**src/rtl/trap_ctrl.sv**
```systemverilog
`default_nettype none
// ============================================================================
// Module   : trap_ctrl
// Purpose  : Machine-mode trap sequencer. Registers the CLINT/external IRQ
//            levels into mip, arbitrates pending interrupts against
//            synchronous exceptions and mret, and drives a fixed entry
//            sequence (CSR save pulse, then PC redirect pulse) while
//            stalling the pipeline.
// Revision : 1.0 - initial release
// ----------------------------------------------------------------------------
// Ports
//   clk_i, rst_i          clock, synchronous active-high reset
//   timer_irq_i           machine timer interrupt level   (mip[7])
//   software_irq_i        machine software interrupt level (mip[3])
//   external_irq_i        machine external interrupt level (mip[11])
//   mstatus_mie_i         global interrupt enable
//   mie_i                 per-source interrupt enables
//   mtvec_i               trap vector base / mode
//   mepc_i                current mepc, target of mret
//   inst_valid_i          execute stage holds a valid instruction
//   inst_pc_i             PC of that instruction
//   exc_valid_i           synchronous exception on that instruction
//   exc_cause_i           exception code
//   exc_tval_i            exception mtval
//   mret_i                that instruction is mret
//   mip_o                 registered pending bits
//   stall_o               hold fetch/decode/execute
//   csr_we_o              pulse: write mepc/mcause/mtval, stack MIE
//   mepc_o/mcause_o/mtval_o values written on csr_we_o
//   mret_o                pulse: unstack MIE
//   redirect_o            pulse: flush and fetch from redirect_pc_o
//   redirect_pc_o         redirect target
// ============================================================================
module trap_ctrl #(
   parameter int DATA_WIDTH = 32
) (
   input  logic                  clk_i,
   input  logic                  rst_i,
   input  logic                  timer_irq_i,
   input  logic                  software_irq_i,
   input  logic                  external_irq_i,
   input  logic                  mstatus_mie_i,
   input  logic [DATA_WIDTH-1:0] mie_i,
   input  logic [DATA_WIDTH-1:0] mtvec_i,
   input  logic [DATA_WIDTH-1:0] mepc_i,
   input  logic                  inst_valid_i,
   input  logic [DATA_WIDTH-1:0] inst_pc_i,
   input  logic                  exc_valid_i,
   input  logic [3:0]            exc_cause_i,
   input  logic [DATA_WIDTH-1:0] exc_tval_i,
   input  logic                  mret_i,
   output logic [DATA_WIDTH-1:0] mip_o,
   output logic                  stall_o,
   output logic                  csr_we_o,
   output logic [DATA_WIDTH-1:0] mepc_o,
   output logic [DATA_WIDTH-1:0] mcause_o,
   output logic [DATA_WIDTH-1:0] mtval_o,
   output logic                  mret_o,
   output logic                  redirect_o,
   output logic [DATA_WIDTH-1:0] redirect_pc_o
);

   typedef enum logic [1:0] {
      S_IDLE = 2'd0,
      S_SAVE = 2'd1,
      S_JUMP = 2'd2,
      S_MRET = 2'd3
   } t_state;

   localparam logic [3:0] c_CODE_MSI = 4'd3;
   localparam logic [3:0] c_CODE_MTI = 4'd7;
   localparam logic [3:0] c_CODE_MEI = 4'd11;

   t_state                r_state;
   t_state                w_state_nxt;

   logic [DATA_WIDTH-1:0] r_mepc;
   logic [DATA_WIDTH-1:0] r_mcause;
   logic [DATA_WIDTH-1:0] r_mtval;
   logic [DATA_WIDTH-1:0] r_target;

   logic [DATA_WIDTH-1:0] w_pend;
   logic                  w_irq_any;
   logic [3:0]            w_irq_code;
   logic [DATA_WIDTH-1:0] w_base;
   logic [DATA_WIDTH-1:0] w_irq_target;
   logic                  w_take_exc;
   logic                  w_take_irq;
   logic                  w_take_mret;

   // ------------------------------------------------------------------------
   // Decision logic (only meaningful in IDLE)
   // ------------------------------------------------------------------------
   always_comb begin
      w_pend     = mip_o & mie_i & {DATA_WIDTH{mstatus_mie_i}};
      w_irq_any  = w_pend[11] | w_pend[3] | w_pend[7];
      // Fixed interrupt priority MEI > MSI > MTI
      if (w_pend[11]) begin
         w_irq_code = c_CODE_MEI;
      end else if (w_pend[3]) begin
         w_irq_code = c_CODE_MSI;
      end else begin
         w_irq_code = c_CODE_MTI;
      end
      w_base       = {mtvec_i[DATA_WIDTH-1:2], 2'b00};
      // Vectored mode places each interrupt at base + 4*code
      w_irq_target = (mtvec_i[1:0] == 2'b01)
                   ? w_base + DATA_WIDTH'({w_irq_code, 2'b00})
                   : w_base;
      w_take_exc   = inst_valid_i & exc_valid_i;
      w_take_irq   = inst_valid_i & ~exc_valid_i & w_irq_any;
      w_take_mret  = inst_valid_i & ~exc_valid_i & ~w_irq_any & mret_i;
   end

   // ------------------------------------------------------------------------
   // Next state and outputs
   // ------------------------------------------------------------------------
   always_comb begin
      w_state_nxt   = r_state;
      stall_o       = 1'b0;
      csr_we_o      = 1'b0;
      mret_o        = 1'b0;
      redirect_o    = 1'b0;
      redirect_pc_o = r_target;
      case (r_state)
         S_IDLE: begin
            if (w_take_exc || w_take_irq) begin
               // Stall in the decision cycle so the instruction does not retire
               stall_o     = 1'b1;
               w_state_nxt = S_SAVE;
            end else if (w_take_mret) begin
               stall_o     = 1'b1;
               w_state_nxt = S_MRET;
            end
         end
         S_SAVE: begin
            stall_o     = 1'b1;
            csr_we_o    = 1'b1;
            w_state_nxt = S_JUMP;
         end
         S_JUMP: begin
            stall_o     = 1'b1;
            redirect_o  = 1'b1;
            w_state_nxt = S_IDLE;
         end
         S_MRET: begin
            stall_o       = 1'b1;
            mret_o        = 1'b1;
            redirect_o    = 1'b1;
            redirect_pc_o = mepc_i;
            w_state_nxt   = S_IDLE;
         end
         default: w_state_nxt = S_IDLE;
      endcase
   end

   // ------------------------------------------------------------------------
   // State, pending bits and latched trap values
   // ------------------------------------------------------------------------
   always_ff @(posedge clk_i) begin
      if (rst_i) begin
         r_state  <= S_IDLE;
         mip_o    <= '0;
         r_mepc   <= '0;
         r_mcause <= '0;
         r_mtval  <= '0;
         r_target <= '0;
      end else begin
         r_state   <= w_state_nxt;
         mip_o     <= '0;
         mip_o[3]  <= software_irq_i;
         mip_o[7]  <= timer_irq_i;
         mip_o[11] <= external_irq_i;
         // Latch only on the decision edge; held through SAVE/JUMP
         if (r_state == S_IDLE) begin
            if (w_take_exc) begin
               r_mepc   <= inst_pc_i;
               r_mcause <= {{(DATA_WIDTH-4){1'b0}}, exc_cause_i};
               r_mtval  <= exc_tval_i;
               r_target <= w_base;
            end else if (w_take_irq) begin
               r_mepc   <= inst_pc_i;
               r_mcause <= {1'b1, {(DATA_WIDTH-5){1'b0}}, w_irq_code};
               r_mtval  <= '0;
               r_target <= w_irq_target;
            end
         end
      end
   end

   assign mepc_o   = r_mepc;
   assign mcause_o = r_mcause;
   assign mtval_o  = r_mtval;

endmodule
`default_nettype wire

```
**config.mk**
```make
export PLATFORM = sky130hd
export DESIGN_NAME = trap_ctrl
export DESIGN_NICKNAME = d
export VERILOG_FILES = /design/src/rtl/trap_ctrl.sv
export SDC_FILE = /design/constraint.sdc
export NUM_CORES = 1
export LEC_CHECK = 0
export BUFFER_PORTS_ARGS = -buffer_cell sky130_fd_sc_hd__buf_2
export CAP_MARGIN = 25
export CORE_AREA = 2 2 129 131
export CTS_CLUSTER_SIZE = 14
export DETAILED_ROUTE_END_ITERATION = 6
export DIE_AREA = 0 0 131 133
export SLEW_MARGIN = 20
export SYNTH_ARGS = -nofsm -noshare
export SYNTH_HDL_FRONTEND = slang
export SYNTH_SLANG_ARGS = --single-unit
```
**constraint.sdc**
```tcl
create_clock -name clk_i -period 4.58 [get_ports clk_i]
set_clock_uncertainty 0.1 [all_clocks]
set_input_delay 0.458 -clock clk_i [delete_from_list [all_inputs] [get_ports clk_i]]
set_output_delay 0.458 -clock clk_i [all_outputs]
set_load 0.05 [all_outputs]
```
==> results.cfg <==
[run_status]
status = completed

[detailed_routing]
vias = 4798
wl_per_cell_microns = 14.2
ant_nets = 0
drc = 0
dr.pass1.iters = 4
drt_iter0_markers = 190
via_per_inst = 4.59
wl_mm = 14.8

[yosys]
synth_edf_count = 0
async_flop_share = 0
ys_seq_area_frac = 0.409
synth_cell_type_count = 48
synth_area_sq_mm = 0.00509
syn_avg_cell_area_sq_um = 8.55
syn_inst = 595
synth_seq_cells = 104
yosys_warnings = 0
synth_top_flop_cell = dfxtp_1

[setup_path]
critPathCaptureType = flop
start_kind = flop
cp_max_fo = 11
r2r-start = mip_o[11]$_SDFF_PP0_
r2r_end = r_target[29]$_SDFFE_PP0P_
r2r_slack_ns = 1.57
path_class = flop to flop
arrival_ns = 3.16
ff2ff_path_depth = 8
crit_required_ns = 4.73

[clock_tree]
clk_path_buf_depth = 2
htreeDepth = 3
postCtsSetupBuffers = 0
cts_sinks = 104
cts-root-buf = clkbuf_16
cts_made_buffers = 9
clk_latency_ns = 0.34
cts_tree = built
cts_resized = 0
path_clk_slew_ns = 0.07
holdBufCountCts = 0

[global_route]
overflow = 0
grt_pass1_wl_mm = 22.4
grt_usage = 0.164
grt_antenna_before_repair = 0
grt_pass1_vias = 4307
grt_max_degree = 94

[power_and_ir_drop]
p_leak_nw = 3.16
power_w = 0.00247
p_per_area_mw_per_mm2 = 375
vdd_drop_max_mv = 0.226

[floorplanning]
die_h_microns = 133
ioPinCount = 337
design.die.area_sq_mm = 0.0174
die_w_microns = 131
initial_core_util = 0.315
num_rows = 47
core_area_sq_mm = 0.0162

[layout]
diodes = 0
drive_gt1_frac = 0.385
final_nets = 996
num-fill-cells = 1710
layout_common_cells = 250 x buf_2, 104 x dfxtp_1, 79 x nand2_1
area_growth_pct = 29.6
layout_commonest_cell = buf_2
final_core_util = 0.408

[placement]
place_congestion = 0.758
post-dp-hpwl_mm = 10.8
port_buffers = 251

[timing]
fin_setup_tns_ns = 0
fin_crit_ns = 3.01
drv_slew = 0
hold_viol_final = 0
relSlewSlack = 0.324
grt_setup_unrepaired = no
worst_slew_pin_slew_ns = 1.01
min_period_over_period = 0.657
fmax_mhz = 333
setup_violations = 0

[worst_hold_path]
hold_start = software_irq_i
min_path_cells = 2
hp-class = primary input to flop
hold_path_end = mip_o[3]$_SDFF_PP0_

[job]
cap_violations = 0
==> worst max-delay path, stage by stage (launching register included) <==
cell and delay, ns:
dfxtp_1 0.35, a22o_1 0.19, nand2_1 0.12, ha_1 0.34, o21ai_1 0.12, a2111oi_4 0.84, nand2_2 0.19, o311a_2 0.38
nor4_1 0.27
==> state kept, by name, summed over array words and instances, names as in the netlist <==
register	flops
mepc_o	32
mtval_o	32
r_target	30
mcause_o	5
mip_o	3
r_state	2
==> stage by stage <==
step | worst slack (ns) | area [sq um] | cells | hold WS [ns]
after global placement | 1.39 | 6280 | 1029 | 0.339
after floorplan | 1.88 | 5290 | 650 | 0.354
after CTS | 1.53 | 6590 | 1045 | 0.204
after global routing | 1.36 | 6590 | 1045 | 0.205
after detailed placement | 1.35 | 6280 | 1029 | 0.345
final | 1.57 | 6590 | 1045 | 0.219
==> per-layer routing <==
| metal | track usage | up-vias | part of all wire |
|---|---|---|---|
| li1 | - | 2419 | - |
| met2 | 0.275 | 180 | 0.48 |
| met3 | 0.0323 | 15 | 0.063 |
| met4 | 0.0615 | 0 | 0.018 |
| met1 | 0.206 | 2184 | 0.44 |
| met5 | 0 | - | 0 |
==> Yosys cell counts (3+ instances only) <==
cell type,number,area share
buf_4,57,0.084
nor2_1,67,0.049
buf_1,8,0.0059
nor4_1,10,0.012
a22oi_1,32,0.047
mux2_2,30,0.066
and3_1,4,0.0049
a21oi_1,34,0.033
nand2_1,80,0.059
ha_1,3,0.0074
or3_1,4,0.0049
a311oi_1,4,0.0069
clkbuf_1,21,0.015
nor3_1,7,0.0069
xor2_1,17,0.029
and4_1,5,0.0086
nand4_1,9,0.011
inv_1,8,0.0059
and2_1,5,0.0062
nand3_1,14,0.014
nor2b_1,5,0.0062
buf_2,10,0.0098
o21ai_0,5,0.0049
a211oi_1,20,0.030
dfxtp_1,104,0.41
o211a_1,3,0.0059
==> worst max path at each step <==
| stage | startpoint | end | slack [ns] |
|---|---|---|---|
| after CTS | mip_o[11]$_SDFF_PP0_ | r_target[29]$_SDFFE_PP0P_ | 1.53 |
| after global placement | mie_i[11] | r_target[29]$_SDFFE_PP0P_ | 1.39 |
| after detailed placement | mie_i[11] | r_target[29]$_SDFFE_PP0P_ | 1.35 |
| after floorplan | mip_o[11]$_SDFF_PP0_ | r_target[25]$_SDFFE_PP0P_ | 1.88 |
| after global routing | mip_o[11]$_SDFF_PP0_ | r_target[29]$_SDFFE_PP0P_ | 1.36 |
| final | mip_o[11]$_SDFF_PP0_ | r_target[29]$_SDFFE_PP0P_ | 1.57 |
==> where the power goes <==
group          internal, W  leakage [nW]  switching [W]
clock network     0.000447         0.154       0.000367
registers         0.000963         0.852      0.0000330
logic             0.000167          2.15       0.000496
total              0.00158          3.16       0.000896
==> area by class of cell <==
type                            count  area, sq um  area share
Clock inverter                      6         73.8      0.0112
Sequential cell                   104         2080       0.316
Timing Repair Buffer              255         1290       0.195
Inverter                            8         30.0     0.00455
Clock buffer                       10          239      0.0362
Tap cell                          220          275      0.0418
Multi-Input combinational cell    442         2600       0.395
==> logic make-up (layout without fill, tap and decap cells) <==
| family | count (synthesis) | count (layout) | share of synthesized area |
|---|---|---|---|
| fa+ha+maj | 3 | 3 | 0.00738 |
| buf+inv | 104 | 279 | 0.121 |
| other cells | 1 | 56 | 0.000737 |
| flops | 104 | 104 | 0.409 |
| compound gates | 113 | 113 | 0.157 |
| mux | 30 | 30 | 0.0664 |
| simple gates | 222 | 222 | 0.207 |
| xor+xnor | 18 | 18 | 0.0310 |
Note: power is estimated with default switching activity, not from simulation.
